**src/rtl/se_selfcomp_leak_monitor.sv**
```systemverilog
// Output-side responder for a self-composed pair of SE execution units.
// Consumes both result streams in lockstep and flags timing divergence.
//
// Ports:
//   clock, reset           : clock, synchronous active-high reset
//   io_start               : pulse that arms a run (from IDLE or DONE)
//   io_out_validOne/Two    : result valid from each copy
//   io_out_resultOne/Two   : result data from each copy
//   io_out_cntrOne/Two     : SE internal cycle counts
//   io_out_ready           : shared ready, high only on a joint handshake
//   bothValid              : validOne & validTwo
//   timingLeak             : sticky, timing divergence seen this run
//   timingLeakDone         : high while the run is finished
//   resultMismatch         : sticky, results differed on a handshake
//   protocolError          : sticky, early valid dropped while skewed
//   leakLane               : first early lane (01 one, 10 two)
//   maxSkew                : largest skew observed, saturating
//   txnCount               : handshakes completed this run
module se_selfcomp_leak_monitor #(
    parameter int DATA_W  = 128,
    parameter int CNTR_W  = 8,
    parameter int NUM_TXN = 16,
    parameter int TIMEOUT = 255
) (
    input  logic              clock,
    input  logic              reset,
    input  logic              io_start,
    input  logic              io_out_validOne,
    input  logic              io_out_validTwo,
    input  logic [DATA_W-1:0] io_out_resultOne,
    input  logic [DATA_W-1:0] io_out_resultTwo,
    input  logic [CNTR_W-1:0] io_out_cntrOne,
    input  logic [CNTR_W-1:0] io_out_cntrTwo,
    output logic              io_out_ready,
    output logic              bothValid,
    output logic              timingLeak,
    output logic              timingLeakDone,
    output logic              resultMismatch,
    output logic              protocolError,
    output logic [1:0]        leakLane,
    output logic [CNTR_W-1:0] maxSkew,
    output logic [7:0]        txnCount
);

    typedef enum logic [1:0] {
        IDLE  = 2'd0,
        ARMED = 2'd1,
        SKEW  = 2'd2,
        DONE  = 2'd3
    } state_t;

    localparam logic [7:0]        NUM_TXN_C = 8'(NUM_TXN);
    localparam logic [CNTR_W-1:0] TIMEOUT_C = CNTR_W'(TIMEOUT);
    localparam logic [CNTR_W-1:0] SKEW_MAX  = '1;

    state_t            state, state_d;
    logic [CNTR_W-1:0] skew, skew_d;
    // 0: lane one arrived first, 1: lane two arrived first
    logic              early, early_d;
    logic              leak_d, mism_d, perr_d;
    logic [1:0]        lane_d;
    logic [CNTR_W-1:0] max_d;
    logic [7:0]        txn_d;
    logic              one_valid;
    logic              early_v, late_v;

    assign bothValid      = io_out_validOne & io_out_validTwo;
    assign one_valid      = io_out_validOne ^ io_out_validTwo;
    assign timingLeakDone = (state == DONE);
    assign early_v        = early ? io_out_validTwo : io_out_validOne;
    assign late_v         = early ? io_out_validOne : io_out_validTwo;

    always_comb begin
        state_d      = state;
        skew_d       = skew;
        early_d      = early;
        leak_d       = timingLeak;
        mism_d       = resultMismatch;
        perr_d       = protocolError;
        lane_d       = leakLane;
        max_d        = maxSkew;
        txn_d        = txnCount;
        io_out_ready = 1'b0;
        unique case (state)
            IDLE, DONE: begin
                // a new run wipes every result of the previous one
                if (io_start) begin
                    state_d = ARMED;
                    skew_d  = '0;
                    early_d = 1'b0;
                    leak_d  = 1'b0;
                    mism_d  = 1'b0;
                    perr_d  = 1'b0;
                    lane_d  = 2'b00;
                    max_d   = '0;
                    txn_d   = '0;
                end
            end
            ARMED: begin
                io_out_ready = bothValid;
                if (bothValid) begin
                    txn_d = txnCount + 8'd1;
                    if (io_out_cntrOne != io_out_cntrTwo) leak_d = 1'b1;
                    if (io_out_resultOne != io_out_resultTwo) mism_d = 1'b1;
                    if (txnCount + 8'd1 == NUM_TXN_C) state_d = DONE;
                end else if (one_valid) begin
                    state_d = SKEW;
                    skew_d  = {{(CNTR_W-1){1'b0}}, 1'b1};
                    leak_d  = 1'b1;
                    early_d = io_out_validTwo;
                    if (leakLane == 2'b00)
                        lane_d = io_out_validOne ? 2'b01 : 2'b10;
                end
            end
            SKEW: begin
                if (!early_v) begin
                    perr_d  = 1'b1;
                    state_d = DONE;
                end else if (late_v) begin
                    // handshake follows in the next ARMED cycle
                    state_d = ARMED;
                    max_d   = (skew > maxSkew) ? skew : maxSkew;
                end else if (skew >= TIMEOUT_C) begin
                    max_d   = TIMEOUT_C;
                    state_d = DONE;
                end else if (skew != SKEW_MAX) begin
                    skew_d = skew + 1'b1;
                end
            end
        endcase
    end

    always_ff @(posedge clock) begin
        if (reset) begin
            state          <= IDLE;
            skew           <= '0;
            early          <= 1'b0;
            timingLeak     <= 1'b0;
            resultMismatch <= 1'b0;
            protocolError  <= 1'b0;
            leakLane       <= 2'b00;
            maxSkew        <= '0;
            txnCount       <= '0;
        end else begin
            state          <= state_d;
            skew           <= skew_d;
            early          <= early_d;
            timingLeak     <= leak_d;
            resultMismatch <= mism_d;
            protocolError  <= perr_d;
            leakLane       <= lane_d;
            maxSkew        <= max_d;
            txnCount       <= txn_d;
        end
    end

endmodule
```
**config.mk**
```make
export PLATFORM = sky130hd
export DESIGN_NAME = se_selfcomp_leak_monitor
export DESIGN_NICKNAME = d
export VERILOG_FILES = /design/src/rtl/se_selfcomp_leak_monitor.sv
export SDC_FILE = /design/constraint.sdc
export NUM_CORES = 1
export LEC_CHECK = 0
export ABC_AREA = 1
export BUFFER_PORTS_ARGS = -buffer_cell sky130_fd_sc_hd__buf_4
export CAP_MARGIN = 10
export CORE_AREA = 5 5 112 114
export CTS_CLUSTER_DIAMETER = 150
export DETAILED_ROUTE_END_ITERATION = 7
export DIE_AREA = 0 0 117 119
export PLACE_DENSITY = 0.75
export RECOVER_POWER = 25
export SYNTH_ARGS = -nofsm -noshare
export SYNTH_HDL_FRONTEND = slang
export SYNTH_SLANG_ARGS = --single-unit
```
**constraint.sdc**
```tcl
create_clock -name clock -period 1.72 [get_ports clock]
set_input_delay 0.344 -clock clock [delete_from_list [all_inputs] [get_ports clock]]
set_output_delay 0.344 -clock clock [all_outputs]
set_load 0.05 [all_outputs]
```
# == Word level (Yosys, flattened, before mapping) ==
# Index checks and enable logic that the tools add are counted.
# classes
mux,45
n_eq_ne,24
add_sub_neg,2
bitwise,2
order_cmp,2
reduce_logical,14
# op_table
operator,n
$ne A128 B128 Y1,1
$mux W8,12
$pmux W8 S2,2
$mux W2,12
$pmux W8 S3,1
$ne A2 B2 Y1 const B,11
$add A8 B1 Y8 const B,2
$reduce_and A4 Y1,4
$ne A3 B3 Y1 const B,5
$mux W1,12
$reduce_and A5 Y1,2
$eq A8 B5 Y1 const B,1
$ge A8 B8 Y1 const B,1
$gt A8 B8 Y1,1
$ne A8 B8 Y1,1
$ne A8 B8 Y1 const B,1
$pmux W1 S2,4
$reduce_and A7 Y1,1
$pmux W2 S3,1
$reduce_and A3 Y1,2
$eq A2 B2 Y1 const B,2
$logic_not A2 Y1,2
$ne A4 B4 Y1 const B,1
$pmux W2 S2,1
other kinds (5),6
# totals
elab_cells,98
ff_bits,32
inputBits,277

# == Depth between registers and ports, before layout ==
# Gate-level depths: netlist of run 1.
# depth
word_depth,6
mapped_depth,12
depth_no_buf,12

# == Worst setup path before layout of run 1 ==
# Ideal clock, no wire load.
# synth_timing
path_kind,reg-to-reg
startpoint,reg maxSkew[1]
endpoint,reg maxSkew[3]
slack_ns,-0.267
path_buffers,1
path_stages_with_launch,13
period_less_slack_ns,1.987
arrival_time_ns,1.870
required_ns,1.603
path_cell_list,dfxtp_1 inv_1 ha_1 inv_1 nor2_1 o21ai_1 nand2_1 a21oi_1 o21ai_2 buf_2 nand3_1 nand2_1 nor2_1
# synth_between
elab_chain_len,3
# synth_rtl
element,line_no,source
"start, declared",41,"output logic [CNTR_W-1:0] maxSkew,"
"start signal, assigned",152,maxSkew <= max_d;
$gt A8 B8 Y1,122,max_d = (skew > maxSkew) ? skew : maxSkew;
$ne A3 B3 Y1 (no line),-,
$reduce_and A5 Y1 (no line),-,
# Every way passes these cells.
# A chain may end at the register's enable or synchronous reset.

# == Worst setup path in the final report of run 1 ==
# layout_timing
startpoint,reg maxSkew[7]
endpoint,reg maxSkew[4]
# The elaborated chain is that of the path after synthesis.

==> results summary, run 1 <==
The total overflow reported by the global router is 0. The actual transition at the worst max-transition pin came out at 616.2 ps. The ratio of final minimum period to clock period came out at 104.1%. The final number of hold-violating endpoints is 0.

The number of different library cells used by synthesis comes to 37. The accumulated negative setup slack came out at -153.9 ps. The sequential element share of the synthesized area came out at 16.01%.

The routed length on met1 is 6067 um. The worst-skew pair later-pin latency is 280 ps. The die covers 13920 um^2. For this design, the slowest cell found on the critical path is dfxtp_4. The post-route cell area is 7092 um^2. Walking the worst path, the cells encountered are inv_1, ha_1, a21oi_1, o21ai_2, a21oi_2, o21ai_4, buf_6, a21oi_1, nor2_1. The number of max-slew violations in the final report was 0. The via density per instance came out at 4.534.

Detailed placement ended at an HPWL of 14190 um. In the final design database the tool counted 1334 nets. The most numerous cell type found on the critical path is a21oi_1. The leakage power of the design came out at 3.685 nW. The top cell type by total area after synthesis is nand2_1.

The overall via count from detail_route is 5377. The detail route stage leaves a number of antenna-violating nets equal to 0. Summing every instance area after synthesis gives 4001 um^2. Of the post-synthesis cell area, the dominant cell type holds 22.51%. The starting utilization of the core area came out at 35.34%. Measured along the y axis, the die boundary spans 119 um. In this design, the stage delay of the slowest critical-path cell is 350 ps. The area inside the core boundary is 11320 um^2. The number of nets produced by synthesis came out at 992. The final non-filler cell total is 1186. Counting I/O delays and the setup requirement, the final critical path takes 1791 ps. The average routed wire per standard cell came out at 14.10 um. The register clock-pin slew on the reported worst setup and hold paths came out at 60 ps. In the global route stage, overall resource usage came out at 21.50%. The number of buffers inserted by hold repair at cts came out at 0. The synthesized netlist cell count came out at 700. The synthesized design contains 32 register bits. The post-synthesis xor/xnor area fraction is 21.67%. The simple-gate share of the synthesized area came out at 35.80%. The kind of launch point of the worst setup path is a flip-flop.

IR analysis of the VDD net gives a maximum drop of 0.7635 mV. Clock tree synthesis found a total of 32 sinks. The pin count of the biggest net entering global routing is 17. The reported max-cap violation count came out at 0. After synthesis, the share of cell area in mux cells is 0%. A synthesized cell averages 5.716 um^2. The worst endpoint data arrival time is 1960 ps.

The first-pass GRT wire length came out at 23810 um. The maximum fanout along the worst path is 9. The achievable frequency is 558.4 MHz. After layout, the design draws a total of 6.115 mW. Power spread over the standard cell area amounts to 862.3 nW/um^2. The number of primary I/O pins is 301.

The worst setup path is captured at a flip-flop. The cell total after placement is 1168. Summed over all nets, wire length on met2 after detailed routing comes to 8243 um. The adder-cell area share of the yosys netlist came out at 4.690%. The number of DRC markers in iteration 0 is 284.

The final cell utilization of the core came out at 62.64%. In the layout the commonest cells are buf_4, nand2_1, inv_1. The number of buffers created by CTS came out at 5. The horizontal die dimension came out at 117 um. The total wire length after detailed routing is 16730 um. Leaving out fill and tap cells, the most frequent cell in the layout is buf_4.

The class of the most critical hold timing path is input port to flip-flop. The worst clock skew is 9.103 ps. The checks that failed: negative setup slack. The placed instances occupy a cell area of 6681 um^2. In the routed design, unresolved DRC markers number 0. In this run the clock root is driven by a clkbuf_16. The number of antenna violations at the first check in global routing came out at 0.

The number of port buffers came out at 300. The required time reported for the critical path endpoint is 1890 ps. By area the synthesized netlist is led by nand2_1, xnor2_1, dfxtp_1, inv_1, nor2_1.

The critical path is of the flip-flop to flip-flop type. The via count of the first global-routing pass came out at 5127. Relative to the synthesized area, the layout overhead comes to 77.24%. The tightest hold margin is 337.2 ps. The run finished, with violations left. The synthesized-area fraction occupied by ao, oa, aoi and oai cells came out at 10.04%. Headroom to the max-slew limit came out at 59.10%.

TritonCTS built the clock tree. The number of iterations in the first detailed-routing pass came out at 5. Setup violations remaining at the end of the flow were counted as 6.

After floorplanning, the core was divided into 39 placement rows. The clock tree synthesis step divided the H-tree into 2 levels. The last weighted congestion value of the routability-driven placer came out at 0.9104. The deepest clock path buffer count is 2. After detailed routing, no signal wire sits above met4. The filler cell count in the final layout is 1057. Setup slack on the critical path of the routed design comes to -70.93 ps.

The total number of yosys warnings is 0. Setup repair after global routing could not meet its margin everywhere. The met3 wirelength from detailed routing is 1962 um.

The number of antenna repair diodes came out at 0. OpenSTA, run right after detailed placement, puts the worst setup slack at -133.1 ps. The share of post-route cells with drive strength above 1 came out at 38.64%. By area, the combinational part of the netlist is dominated by simple AND/OR/NAND/NOR gates.
Yosys cell counts (all sizes together):
cell type	instances
a21oi	37
a22o	1
a22oi	1
a31oi	1
a41oi	1
and3	2
buf	4
clkbuf	4
clkinv	3
dfxtp	32
ha	15
inv	112
nand2	240
nand3	23
nand3b	2
nand4	5
nor2	78
nor3	2
o21a	1
o21ai	32
o21bai	1
o22ai	1
or2	3
xnor2	96
xor2	3
layer usage:
layer / vias to the layer above / global-route usage, %
met2: 272 / 39.12
li1: 2808 / -
met4: 0 / 6.308
met3: 34 / 5.578
met1: 2263 / 24.23
met5: - / 0
path summary, 6_finish.rpt:
kind / cells after the start / slack [ps] / from / end
max: 9 / -70 / maxSkew[7] / maxSkew[4]
min: 2 / 340 / reset / txnCount[3]
max reg2reg: 9 / -70 / maxSkew[7] / maxSkew[4]
min reg2reg: 2 / 470 / timingLeak / timingLeak
critical path, delay by kind of cell, from the launching register on:
kind                       cells  cell delay (ps)
DFF                            1              350
buffers and inverters          2              190
and+or+nand+nor                1               80
adders and majority gates      1              320
AOI/OAI and AO/OA              5              730
cells by family after synthesis:
kind of cell | Yosys count
flops | 32
xor+xnor | 99
buf+inv | 123
fa+ha+maj | 15
compound gates | 76
simple gates | 355
registers in the layout, summed over array words and instances (netlist names):
name and cells:
early 1, leakLane 2, skew 8, protocolError 1
maxSkew 8, resultMismatch 1, txnCount 8, timingLeak 1
state 2
power by group:
group | switching, mW | internal, mW
Clock | 0.326 | 0.526
Combinational | 2.30 | 1.93
Sequential | 0.123 | 0.913
Total | 2.75 | 3.37
layout make-up:
class / instances / area, um^2 / area share [%]
clock inverters: 2 / 7.507 / 0.1059
repair buffers: 342 / 2567 / 36.20
inverters: 115 / 439.2 / 6.193
well taps: 143 / 178.9 / 2.523
multi-input cells: 546 / 3084 / 43.49
flip-flops and latches: 32 / 685.7 / 9.668
clock buffers: 6 / 128.9 / 1.817
what timing repair did:
| item | in CTS | in global routing |
|---|---|---|
| setup buffers | 3 | 6 |
| gates resized for setup | 11 | 34 |
| setup endpoints to repair | 25 | 29 |
| pin swaps | 1 | 11 |
| cloned | 0 | 1 |
No activity file was read; power rests on OpenSTA's default activity.
==> run 2: changes to the inputs <==
--- a/config.mk
+++ b/config.mk
@@ -6,13 +6,12 @@
 export NUM_CORES = 1
 export LEC_CHECK = 0
 export ABC_AREA = 1
-export BUFFER_PORTS_ARGS = -buffer_cell sky130_fd_sc_hd__buf_4
 export CAP_MARGIN = 10
-export CORE_AREA = 5 5 112 114
+export CORE_AREA = 5 5 114 116
 export CTS_CLUSTER_DIAMETER = 150
 export DETAILED_ROUTE_END_ITERATION = 7
-export DIE_AREA = 0 0 117 119
-export PLACE_DENSITY = 0.75
+export DIE_AREA = 0 0 119 121
+export DONT_BUFFER_PORTS = 1
 export RECOVER_POWER = 25
 export SYNTH_ARGS = -nofsm -noshare
 export SYNTH_HDL_FRONTEND = slang
==> run 2 against run 1 <==
- the run now ends clean
- via count shrank 20%
- die area grew 3.4%
- global-route usage is 4.2 points lower
- critical path depth up 3
- register-to-register slack better by 80 ps
- cell count decreased by 24%
- clock power fell by 2.3%
- setup slack improved by 81 ps
- sequential power is 5% higher
- clock skew shrank 3.1 ps
- critical path type unchanged
- critical endpoint is now maxSkew[2]
==> results summary, run 2 (synthesis results as in run 1) <==
Once placement completed, the tool counted placed cells totaling 887. The placed wire-length estimate came out at 11930 um. The part of the total power dissipated in sequential elements came out at 19.5%. The largest stage delay on the critical path is 340 ps.

The internal portion of the total power is 2.987 mW. The number of buffers inserted by hold repair at cts came out at 0. The worst setup path is captured at a flip-flop. The clock network accounts for 14.9% of the total power. The number of DRC markers in iteration 0 is 205.

The worst-skew pair later-pin latency is 280 ps. The number of antenna repair diodes is 0. Entering global routing, the biggest net connects 17 pins. The flow ran to the end, and the final reports show no timing, DRC or antenna violations.

The register-to-register setup slack is 10 ps. On the final layout, the worst hold slack is 122.8 ps. The cell sitting at the root of the clock tree is a clkbuf_16.

The remaining antenna violation count after routing came out at 0. The worst hold path belongs to the class input port to flip-flop. The required time reported for the critical path endpoint came out at 1920 ps. The area inside the core boundary is 11810 um^2. The area of the die came out at 14400 um^2. Summing all placed instances gives a cell area of 4547 um^2. In the finished design, the share of the clock period the worst path needs comes to 99.44%. Setup violations remaining at the end of the flow were counted as 0. The kind of launch point of the worst setup path is a flip-flop. The via count of the first global-routing pass came out at 3971. VDD sags by at most 0.4281 mV. The critical path's slowest cell is dfxtp_4. The met3 demand-to-capacity share in global routing came out at 5.501%. The total wire length after detailed routing came out at 13910 um. The first-pass GRT wire length is 19960 um.

The minimum period implied by the final worst setup slack is 1710 ps. The met1 routing resource usage after global routing came out at 20.49%. The kind of critical path is flip-flop to flip-flop. Using the TritonRoute via totals, the vias-per-cell ratio works out to 4.739.

The number of antenna violations at the first check in global routing is 0. The number of max-slew violations in the final report came out at 0. The number of port buffers came out at 0. The total power per unit cell area came out at 1104 nW/um^2.

The horizontal die dimension came out at 119 um. The average routed wire per standard cell is 15.41 um. The cell family contributing the most delay on the critical path is compound AO/OA/AOI/OAI gates. STA puts the critical path data arrival time at 1910 ps.

The worst pin sits at a relative slew slack of 54.38%. The switching part of the total power came out at 46.56%. For this run, the detailed router's first-pass iteration total came to 4. In this run the worst path has a maximum fanout of 8. The finished cells cover 5062 um^2.

The final number of hold-violating endpoints is 0. The global routing stage identified its most utilized layer as met2. The critical path contains buffers and inverters numbering 3 combined. The register clock-pin slew on the reported worst setup and hold paths is 50 ps. Walking the worst path, the cells encountered are inv_1, ha_4, nand2_4, inv_1, o21ai_1, nand2_1, a21oi_2, o21ai_4, clkbuf_16, nand3_2, nand2_1, nor2_1. The largest registers in the layout are maxSkew x8, skew x8, txnCount x8. The combinational power share came out at 65.6%. Setup repair after global routing could not meet its margin everywhere. The switching power is 2.603 mW. The layout overhead on the synthesized area is 26.52%.

The share of post-route cells with drive strength above 1 came out at 18.25%. The top cell types in the final layout, fill and taps aside, are nand2_1, inv_1, xnor2_1. The accumulated negative setup slack is 0 ps. The actual transition at the worst max-transition pin is 684.3 ps. The residual DRC count came out at 0. The total power of the final layout came out at 5.590 mW. Global routing used 30.52% of the available met2 tracks. The final non-filler cell total is 903. The number of buffers created by CTS is 5. The deepest clock path buffer count is 2. Max-cap violations in this run came to 0.

The number of sinks on the clock net came out at 32. The H-tree was split into 2 levels. The vertical extent of the die is 121 um. The overall global routing resource usage is 17.26%.

The leakage power of the design came out at 2.345 nW. The library cell used most frequently in the layout, excluding fill and tap cells, is nand2_1. The number of rows created at floorplan is 40.

TritonCTS built the clock tree. The overall via count from detail_route is 4279. Summed over all layers, the global routing overflow is 0. The number of primary I/O pins is 301. The last weighted congestion value of the routability-driven placer is 0.8722. The post-layout net count is 1047. The starting utilization of the core area is 33.88%. Counting the fill cells in the layout gives 1286.

The worst clock skew came out at 6.005 ps. Timing would allow up to 584.7 MHz.
## run 2: changes by cell type in the layout (fill, tap and decap cells not counted), moves of 2 or more
cell	delta
clkinv_2	+2
nand3_1	-8
buf_4	-292
inv_2	+2
a21oi_2	+7
a21oi_1	-7
nand3_2	+8
inv_1	-2
## run 2: path summary, 6_finish.rpt
check / start / to / depth (start not counted)
max: maxSkew[3] / maxSkew[2] / 12
min: reset / skew[1] / 1
max reg2reg: maxSkew[3] / maxSkew[2] / 12
min reg2reg: txnCount[3] / txnCount[3] / 2
## run 2: power groups by stage
stage,clock [mW],sequential (mW),combinational (mW)
2_1_floorplan,0,1.30,1.88
3_3_place_gp,0,1.07,2.84
3_5_place_dp,0,1.07,2.85
4_1_cts,0.856,1.06,2.99
5_1_grt,0.891,1.11,4.06
6_report,0.832,1.09,3.67
## run 2: worst reg2reg max path, delay by kind of cell (launching register included)
family,cells,cell delay (ps)
adders and majority gates,1,220
DFF,1,340
and+or+nand+nor,5,370
AOI/OAI and AO/OA,3,380
buffers and inverters,3,310
## run 2: layout make-up
type	count	area, um^2	area share, %
sequential	32	686.9	13.57
timing repair inverter	1	6.256	0.1236
clock buffer	5	125.1	2.472
inverter	115	441.7	8.725
tap	147	183.9	3.633
multi-input combinational	546	3177	62.75
timing repair buffer	54	427.9	8.453
clock inverter	3	13.76	0.2719
## run 2: repair_timing
item	in CTS	in global routing
cloned	0	3
setup endpoints to repair	16	31
resized for setup	9	60
pin swaps	1	24
buffers inserted	2	3
## run 2: layer usage
layer / share of wire [%] / vias to the layer above
met5: 0 / -
met4: 1.0 / 0
met3: 9.6 / 13
met2: 49 / 196
met1: 41 / 1838
li1: - / 2232
## run 2: metrics by stage
| step | utilization [%] | setup WS, ps |
|---|---|---|
| 3_5_place_dp | 38.50 | -129.2 |
| 3_3_place_gp | 38.50 | -80.08 |
| 6_report | 42.86 | 9.613 |
| 4_1_cts | 40.08 | 7.904 |
| 2_1_floorplan | - | 14.12 |
| 5_1_grt | 42.86 | -109.1 |
==> run 3: changes to the inputs <==
--- a/config.mk
+++ b/config.mk
@@ -7,11 +7,14 @@
 export LEC_CHECK = 0
 export ABC_AREA = 1
 export CAP_MARGIN = 10
-export CORE_AREA = 5 5 114 116
+export CELL_PAD_IN_SITES_DETAIL_PLACEMENT = 1
+export CELL_PAD_IN_SITES_GLOBAL_PLACEMENT = 1
+export CORE_AREA = 3 3 116 118
 export CTS_CLUSTER_DIAMETER = 150
 export DETAILED_ROUTE_END_ITERATION = 7
 export DIE_AREA = 0 0 119 121
 export DONT_BUFFER_PORTS = 1
+export PLACE_DENSITY_LB_ADDON = 0.1
 export RECOVER_POWER = 25
 export SYNTH_ARGS = -nofsm -noshare
 export SYNTH_HDL_FRONTEND = slang
==> run 3 against run 2 <==
- die area unchanged
- cell area increased by 0.84%
- clock power increased by 27%
- sequential cell count unchanged
- fmax increased by 2.0%
- critical path depth decreased by 3
- first-iteration DRC count decreased by 64%
- power increased by 4.8%
- core utilization decreased by 2.2 points
- wire length increased by 11%
- setup slack improved by 33 ps
- count of clock-buffer cells in the layout increased by 1
- largest cell class unchanged
==> results summary, run 3 (synthesis results as in run 1) <==
The run finished with clean final reports. Setup repair after global routing could not meet its margin everywhere. In this run the worst hold path is classified as input port to flip-flop. The number of rows created at floorplan is 41. The worst endpoint data arrival time came out at 1850 ps. The achievable frequency came out at 596.3 MHz. The most numerous cell on the critical path is nand3_4. The worst clock skew is 2.448 ps. The last weighted congestion value of the routability-driven placer came out at 0.8232. The number of buffers created by CTS is 5. The cell total after placement is 911.

The area inside the core boundary is 12570 um^2. The minimum period implied by the final worst setup slack is 1677 ps. Of the cells placed in the final design, the portion with a size suffix greater than 1 is 18.00%. The total of endpoints with negative setup slack in the final report came out at 0.

The setup slack after placement came out at -202.5 ps. The critical path's slowest cell is dfxtp_1. The filler cell count in the final layout is 1703. STA classifies the critical path startpoint as a flip-flop. The tool flagged a number of max-cap violations equal to 0. After layout, the worst path uses 97.50% of the clock period.

The residual DRC count came out at 0. For this block, the initial DRC count from the detailed router was 74. The deepest clock path buffer count came out at 2. The total wire length after detailed routing is 15430 um.

In this run the static leakage power is 2.338 nW. The clock tree synthesis step divided the H-tree into 2 levels. Global routing finished with a remaining overflow of 0. The overall via count from detail_route is 4448. The largest registers in the layout are maxSkew x8, skew x8, txnCount x8. For this run, the detailed router's first-pass iteration total came to 4.

The worst-skew pair later-pin latency came out at 280 ps. The critical path goes through buf_4, nand3_4, nor2_4, nand4_4, or2_4, nand3_4, buf_6, o21ai_2, and3_1. The worst pin sits at a relative slew slack of 53.72%. Summed over all nets, the half-perimeter wirelength after detailed placement is 13560 um. The die covers 14400 um^2. The maximum VDD drop is 0.5199 mV. The terminating pin of the worst hold path is txnCount[3]. The library cell used most frequently in the layout, excluding fill and tap cells, is nand2_1. The overall global routing resource usage is 20.93%. After detailed routing, the number of vias per cell comes to 4.767. The cell count of the worst reg-to-reg path is 9. The setup slack of the critical path after layout is 42.93 ps.

The detail route stage leaves a number of antenna-violating nets equal to 0. Data on the critical path is required at its endpoint by 1900 ps. STA classifies the critical path endpoint as a flip-flop.

For this run, the slowest stage of the critical path takes 350 ps. The library cells used most frequently in the layout, excluding fill and tap cells, are nand2_1, inv_1, xnor2_1. The CTS tree is done. The pin count of the biggest net entering global routing is 14. The number of primary I/O pins is 301. In the final routed layout, each cell accounts on average for 16.54 um. The register clock-pin slew on the reported worst setup and hold paths came out at 60 ps. The number of port buffers came out at 0. The worst flop-to-flop path endpoint is skew[4]. The register-to-register setup slack is 40 ps. The number of antenna violations at the first check in global routing came out at 0. The tree is rooted in a clkbuf_16.

The critical path buffer and inverter count is 2. The worst hold path begins at reset. The total power per unit cell area came out at 1147 nW/um^2. The number of max-slew violations in the final report is 0. The post-layout net count came out at 1052.

The actual transition at the worst max-transition pin is 694.2 ps. The maximum fanout along the worst path is 6. The horizontal die dimension is 119 um. The final non-filler cell total is 933.

The vertical extent of the die is 121 um. The first global-routing pass estimated 24040 um of wire. Once the floorplan was initialized, standard cells occupied 31.84% of the core. The number of antenna repair diodes is 0.

The final number of hold-violating endpoints came out at 0. The layout overhead on the synthesized area came out at 27.58%. Clock tree synthesis found a total of 32 sinks. The tightest hold margin is 120.0 ps.

The worst setup path is of the flip-flop to flip-flop kind. The worst register-to-register path begins at skew[2]. Along the worst hold path, the cell count comes to 1. Among cell families on the critical path, the largest total delay comes from simple AND/OR/NAND/NOR gates. The via count of the first global-routing pass is 4722.
[run 3: changes by cell type in the layout (fill, tap and decap cells not counted), moves of 3 or more]
cell | previous run | this run
nand3_1 | 12 | 18
buf_6 | 1 | 4
clkbuf_1 | 5 | 9
nor2_1 | 73 | 70
nand3_2 | 10 | 2
a21oi_1 | 26 | 23
a21oi_2 | 11 | 14
nor2_2 | 1 | 4
[run 3: worst reg2reg max path: stages (launching register included)]
cell and delay (ps):
dfxtp_1 350, buf_4 170, nand3_4 100, nor2_4 130, nand4_4 100, or2_4 250
nand3_4 140, buf_6 150, o21ai_2 50, and3_1 130
[run 3: timing repair]
item / in CTS / in global routing
setup endpoints to repair: 29 / 23
endpoints found under the hold margin: 0 / 0
setup buffers: 9 / 4
pin swaps: 16 / 23
hold buffers: 0 / 0
gates cloned: 1 / 0
gates resized for setup: 38 / 36
[run 3: stage by stage]
stage,setup TNS [ps],area (um^2),total power [mW],util (%)
floorplan,0,4043,3.188,-
global placement,-1075,4571,3.948,36.37
detailed placement,-2384,4571,4.054,36.37
CTS,-2.514,4980,5.651,39.62
global route,-448.6,5105,6.366,40.62
finish,0,5105,5.858,40.62
[run 3: worst max path at each step]
stage | endpoint | cells after the start | start | slack, ps
final | skew[4] | 9 | skew[2] | 40
after global routing | maxSkew[1] | 9 | state[0] | -60
after CTS | skew[4] | 9 | skew[1] | -3
after detailed placement | maxSkew[5] | 9 | maxSkew[7] | -200
after global placement | maxSkew[4] | 11 | maxSkew[3] | -100
after floorplan | maxSkew[0] | 11 | maxSkew[1] | 10
[run 3: area by class of cell]
class                           instances  area [um^2]  area share, %
Timing Repair Buffer                   60        439.2          8.603
Clock inverter                          2        33.78         0.6618
Inverter                              115        441.7          8.652
Tap cell                              172        215.2          4.216
Clock buffer                            6        138.9          2.721
Sequential cell                        32        688.2          13.48
Timing Repair inverter                  1        7.507         0.1471
Multi-Input combinational cell        545         3141          61.52
[run 3: layer usage]
layer	share of wire [%]	track usage, %	vias to the layer above	wire length, um
met5	0	0	-	0
met3	9.5	7.692	17	1465
met4	1.1	3.548	0	175
met1	36	21.87	2010	5505
met2	54	40.27	183	8287
li1	-	-	2238	-
[run 3: report_power, final]
part           internal, mW  switching [mW]
clock                 0.718           0.345
sequential            0.917           0.178
combinational          1.54            2.16
total                  3.18            2.68
